**config.mk**
```make
export PLATFORM = sky130hd
export DESIGN_NAME = time_set_ctrl
export DESIGN_NICKNAME = d
export VERILOG_FILES = /design/src/rtl/time_set_ctrl.sv
export SDC_FILE = /design/constraint.sdc
export NUM_CORES = 1
export LEC_CHECK = 0
export ABC_AREA = 1
export BUFFER_PORTS_ARGS = -buffer_cell sky130_fd_sc_hd__buf_2
export CAP_MARGIN = 10
export CORE_MARGIN = 2
export CORE_UTILIZATION = 30
export DETAILED_ROUTE_END_ITERATION = 8
export GPL_ROUTABILITY_DRIVEN = 0
export HOLD_SLACK_MARGIN = 0.15
export MAX_ROUTING_LAYER = met4
export PLACE_DENSITY_LB_ADDON = 0.15
export SETUP_SLACK_MARGIN = 0.15
export SLEW_MARGIN = 20
export SYNTH_ARGS = -nofsm -noshare
export SYNTH_HDL_FRONTEND = slang
export SYNTH_SLANG_ARGS = --single-unit
```
**constraint.sdc**
```tcl
create_clock -name clk -period 1.4 [get_ports clk]
set_clock_uncertainty 0.1 [all_clocks]
set_input_delay 0.07 -clock clk [delete_from_list [all_inputs] [get_ports clk]]
set_output_delay 0.07 -clock clk [all_outputs]
set_load 0.005 [all_outputs]
```
**src/rtl/time_set_ctrl.sv**
```systemverilog
// rtl/time_set_ctrl.sv - edit-mode controller for HH:MM time setting with digit pointer control
module time_set_ctrl #(
    parameter int TIMEOUT_CYCLES = 1000
) (
    input  logic        clk,
    input  logic        reset,
    input  logic        mode_btn,
    input  logic        next_btn,
    input  logic        up_btn,
    input  logic [15:0] cur_time,
    output logic [15:0] edit_time,
    output logic [1:0]  digit_pos,
    output logic        sel_inc,
    output logic        sel_resetn,
    output logic        sel_active,
    output logic [2:0]  sel_max,
    output logic        editing,
    output logic        commit
);

    localparam int CW = $clog2(TIMEOUT_CYCLES);

    typedef enum logic [1:0] {
        S_IDLE   = 2'd0,
        S_EDIT   = 2'd1,
        S_COMMIT = 2'd2
    } state_t;

    state_t        state;
    state_t        state_nxt;
    logic          mode_q;
    logic          next_q;
    logic          up_q;
    logic [CW-1:0] idle_cnt;

    // Copies reset high so a button held through reset is not seen as a press.
    logic mode_p;
    logic next_p;
    logic up_p;
    logic act_next;
    logic act_up;
    logic any_press;
    logic timed_out;

    assign mode_p    = mode_btn & ~mode_q;
    assign next_p    = next_btn & ~next_q;
    assign up_p      = up_btn & ~up_q;
    // Only the highest-priority press acts; lower ones in the same cycle are dropped.
    assign act_next  = next_p & ~mode_p;
    assign act_up    = up_p & ~mode_p & ~next_p;
    assign any_press = mode_p | next_p | up_p;
    assign timed_out = (idle_cnt == CW'(TIMEOUT_CYCLES - 1)) && !any_press;

    assign sel_max = 3'd4;

    // Increment one BCD digit of HHMM, keeping the hour within 00..23.
    function automatic logic [15:0] bump_digit(input logic [15:0] t, input logic [1:0] pos);
        logic [3:0] ht;
        logic [3:0] ho;
        logic [3:0] mt;
        logic [3:0] mo;
        ht = t[15:12];
        ho = t[11:8];
        mt = t[7:4];
        mo = t[3:0];
        case (pos)
            2'd0: begin
                if (ht == 4'd0) begin
                    ht = 4'd1;
                end else if (ht == 4'd1) begin
                    ht = 4'd2;
                    if (ho > 4'd3) ho = 4'd3;
                end else begin
                    ht = 4'd0;
                end
            end
            2'd1: begin
                if (ht >= 4'd2) ho = (ho >= 4'd3) ? 4'd0 : ho + 4'd1;
                else            ho = (ho >= 4'd9) ? 4'd0 : ho + 4'd1;
            end
            2'd2: mt = (mt >= 4'd5) ? 4'd0 : mt + 4'd1;
            default: mo = (mo >= 4'd9) ? 4'd0 : mo + 4'd1;
        endcase
        return {ht, ho, mt, mo};
    endfunction

    // State register.
    always_ff @(posedge clk or posedge reset) begin
        if (reset) state <= S_IDLE;
        else       state <= state_nxt;
    end

    // Next-state selection.
    always_comb begin
        state_nxt = state;
        case (state)
            S_IDLE:   if (mode_p) state_nxt = S_EDIT;
            S_EDIT: begin
                if (mode_p)         state_nxt = S_COMMIT;
                else if (timed_out) state_nxt = S_IDLE;
            end
            S_COMMIT: state_nxt = S_IDLE;
            default:  state_nxt = S_IDLE;
        endcase
    end

    // Status outputs decoded from the state register.
    always_comb begin
        editing    = 1'b0;
        sel_active = 1'b0;
        commit     = 1'b0;
        case (state)
            S_EDIT: begin
                editing    = 1'b1;
                sel_active = 1'b1;
            end
            S_COMMIT: commit = 1'b1;
            default: ;
        endcase
    end

    // Button history registers for rising-edge detection.
    always_ff @(posedge clk or posedge reset) begin
        if (reset) begin
            mode_q <= 1'b1;
            next_q <= 1'b1;
            up_q   <= 1'b1;
        end else begin
            mode_q <= mode_btn;
            next_q <= next_btn;
            up_q   <= up_btn;
        end
    end

    // Working time copy, digit pointer, pointer strobes and idle counter.
    always_ff @(posedge clk or posedge reset) begin
        if (reset) begin
            edit_time  <= 16'h0000;
            digit_pos  <= 2'd0;
            sel_inc    <= 1'b0;
            sel_resetn <= 1'b0;
            idle_cnt   <= '0;
        end else begin
            sel_inc    <= 1'b0;
            sel_resetn <= 1'b1;
            case (state)
                S_IDLE: begin
                    if (mode_p) begin
                        edit_time  <= cur_time;
                        digit_pos  <= 2'd0;
                        sel_resetn <= 1'b0;
                        idle_cnt   <= '0;
                    end
                end
                S_EDIT: begin
                    if (any_press) idle_cnt <= '0;
                    else           idle_cnt <= idle_cnt + CW'(1);
                    if (act_next) begin
                        digit_pos <= digit_pos + 2'd1;
                        sel_inc   <= 1'b1;
                    end
                    if (act_up) edit_time <= bump_digit(edit_time, digit_pos);
                end
                default: ;
            endcase
        end
    end

endmodule
```
==> flow_summary.ini <==
[outcome]
status = finished with violations
violations = setup timing

[logic_synthesis]
ys_top_cells_by_area = dfrtp_1 35%, nand2_1 17%, ha_1 7.7%
netlist_instances = 309
ys_ff_latch = 35
yosys_warnings = 0
synth_seq_area_share_pct = 38.9
synth.avg_cell_area_sq_um = 7.32
synth.top_cell.area_share_pct = 35.4
ys_types = 28
yosysTopAreaCell = dfrtp_1
netlist_area_sq_mm = 0.00226

[global_route]
grt_pass1_wl_mm = 9.67
grt_usage_pct = 14.6
overflow = 0
antenna_found_initial = 0
grt_max_degree = 36
grt_pass1_vias = 2221

[critical_path]
r2r_slack_ns = -0.05
cp.required_ns = 1.48
cp_cell_sequence = nor2_4 -> nor2_4 -> nand2_4 -> a21oi_4 -> inv_2 -> nand2_1 -> nand2_1
crit_path_top_delay_cell = dfstp_2
path_class = reg -> reg
critPathMaxStageDelay_ns = 0.56
critPathArrivalTime_ns = 1.53
endpoint = edit_time[2]$_DFFE_PP0P_
cp-start-kind = flip-flop
critPathMaxFanout = 7
reg2reg_from = mode_q$_DFF_PP1_
rr_worst_depth = 7
cp-end-kind = flip-flop
r2r_end = edit_time[2]$_DFFE_PP0P_
startpoint = mode_q$_DFF_PP1_

[sta]
fin_crit_sh_pct = 104
rsz0062_at_grt = true
worst_slack_ns = -0.0519
finalMaxSlewViolations = 0
fmax_mhz = 689
finalSetupViolCount = 14
period_minus_slack_ns = 1.45
fin_setup_tns_ns = -0.426
hold_viol = 0

[pwr]
pwr-share-clk_pct = 14.5
intPower_w = 0.00335
p_comb_share_pct = 55.9
p_sw_share_pct = 40.2
p_per_area_mw_per_mm2 = 1520
ir_worst_vdd_mv = 0.724
p_leak_nw = 1.88
seqPwrFrac_pct = 29.5
power_switching_w = 0.00226

[detailed_routing]
wl_per_cell_microns = 11.2
dr.pass1.iters = 4
ant_nets = 0
drcViolationCount = 0
routed_wl_mm = 5.89
first_iter_violations = 62
viasPerCell = 4.33
num_vias = 2273

[floorplanning]
coreArea_sq_mm = 0.00729
initial_utilization_pct = 31.0
die_h_microns = 90.8
ioPinCount = 47
fp.dieArea_sq_mm = 0.00825
row_count = 31
dieWidth_microns = 90.8

[final_layout]
drive_gt1_share_pct = 43.4
insertedDiodeCount = 0
instances_no_fill = 525
nets = 460
areaGrowthSynthToFinish_pct = 62.8

[clock_network]
clock_latency_ns = 0.29
clkTransAtPathRegs_ns = 0.07
htree_levels = 2
cts_tree = built
cts_made_buffers = 5
max-clock-path-buffers = 2
cts-root-buf = clkbuf_8
clock_sinks = 35

[placed_design]
dp.cells = 472
hpwl_mm = 4.09
place.port_buffers = 43

[worst_hold_path]
hold_class = in -> reg

[run]
drv_cap = 0
==> kinds of logic after synthesis <==
logic type | Yosys count | synth area share (%)
XOR/XNOR | 4 | 1.55
flip-flops | 35 | 38.9
buffers and inverters | 51 | 9.79
AO/OA/AOI/OAI | 29 | 7.19
other | 2 | 0.332
AND/OR/NAND/NOR | 174 | 34.5
adder cells (fa/ha/maj) | 14 | 7.74
==> layout by cell type, fill, tap and decap left out, types with 2 or more instances in the layout <==
cell type,instances
nand4_1,5
nor2_2,9
dfrtp_1,29
conb_1,3
a21oi_1,4
inv_2,12
nor3_1,3
dlygate4sd3_1,20
inv_4,3
o21ai_2,3
ha_1,6
nor3_2,2
ha_4,5
nand2_4,6
nand2_2,13
o21ai_1,12
dfstp_2,3
nand2_8,3
nand2_1,87
dfrtp_2,3
xor2_1,4
buf_12,5
nor2_4,6
clkbuf_8,7
nor2_1,20
buf_2,40
buf_6,15
buf_4,35
ha_2,3
nand3_2,3
nand3_1,14
a21oi_4,3
o21ai_0,5
inv_1,26
==> how the worst min path moves through the flow <==
stage	slack [ns]	from	depth (start not counted)	to
floorplan	-0.03	mode_btn	0	mode_q$_DFF_PP1_
global placement	0.04	reset	3	idle_cnt[5]$_DFFE_PP0P_
detailed placement	0.04	reset	3	idle_cnt[5]$_DFFE_PP0P_
CTS	-0.20	mode_btn	1	mode_q$_DFF_PP1_
global route	0.15	mode_btn	5	state[1]$_DFFE_PP0P_
finish	0.14	mode_btn	5	state[1]$_DFFE_PP0P_
==> area by class of cell <==
class                      instances  area, sq um
multi-input combinational        224         1440
timing repair buffer             116          945
tap                               99          124
sequential                        35          883
fill                             729         3610
clock buffer                       8          100
inverter                          43          189
==> worst max-delay path, delay by kind of cell (launching register included) <==
family | cells | cell delay, ns
flip-flops | 1 | 0.56
AO/OA/AOI/OAI | 1 | 0.23
AND/OR/NAND/NOR | 5 | 0.39
buffers and inverters | 1 | 0.06
==> state kept, by name, indices dropped and copies added, names as in the netlist <==
| name | cells |
|---|---|
| up_q | 1 |
| edit_time | 16 |
| sel_inc | 1 |
| next_q | 1 |
| digit_pos | 2 |
| state | 2 |
| mode_q | 1 |
| sel_resetn | 1 |
| idle_cnt | 10 |
==> Yosys cell counts <==
cell type  number
nand2_1       102
inv_1          38
dfrtp_1        32
nor2_1         32
nand3_1        17
ha_1           14
o21ai_0        13
o21ai_1         7
a21oi_1         6
buf_4           5
nand4_1         5
nor3_1          5
inv_2           4
nand2_2         4
xor2_1          4
dfstp_2         3
nand2_4         3
nor2_4          3
buf_2           2
conb_1          2
a21oi_4         1
a22oi_1         1
buf_6           1
clkinv_2        1
nand3_4         1
nor2_8          1
o21ai_2         1
or2_2           1
==> power groups by stage <==
stage                     registers (W)  logic, W  clock network [W]
after floorplan                 0.00162   0.00143                  0
after global placement          0.00166   0.00225                  0
after detailed placement        0.00166   0.00226                  0
after CTS                       0.00166   0.00261           0.000855
after global routing            0.00171   0.00349           0.000882
final                           0.00166   0.00314           0.000815
==> metrics by stage <==
step	utilization, %	setup WS (ns)	total power (W)	cell area, sq um	hold WS (ns)
2_1_floorplan	-	0.0610	0.00305	2360	-0.0255
3_3_place_gp	39.3	-0.0138	0.00392	2870	0.0387
3_5_place_dp	39.3	-0.0313	0.00392	2870	0.0401
4_1_cts	46.0	-0.0201	0.00513	3350	-0.197
5_1_grt	50.5	-0.160	0.00608	3680	0.154
6_report	50.5	-0.0519	0.00561	3680	0.136
==> routing by layer <==
metal | up-vias | wire, microns | GRT usage, %
met4 | 0 | 57 | 4.17
met5 | - | 0 | -
li1 | 1176 | - | -
met2 | 35 | 2840 | 24.6
met1 | 1057 | 2800 | 17.9
met3 | 5 | 189 | 2.67
==> what timing repair did <==
action / 4_1_cts / 5_1_grt
gates resized for setup: 31 / 50
hold buffers: 19 / 2
buffers inserted: 13 / 11
setup endpoints to repair: 32 / 32
pin swaps: 15 / 30
hold endpoints to repair: 57 / 2
Note: power is estimated with default switching activity, not from simulation.
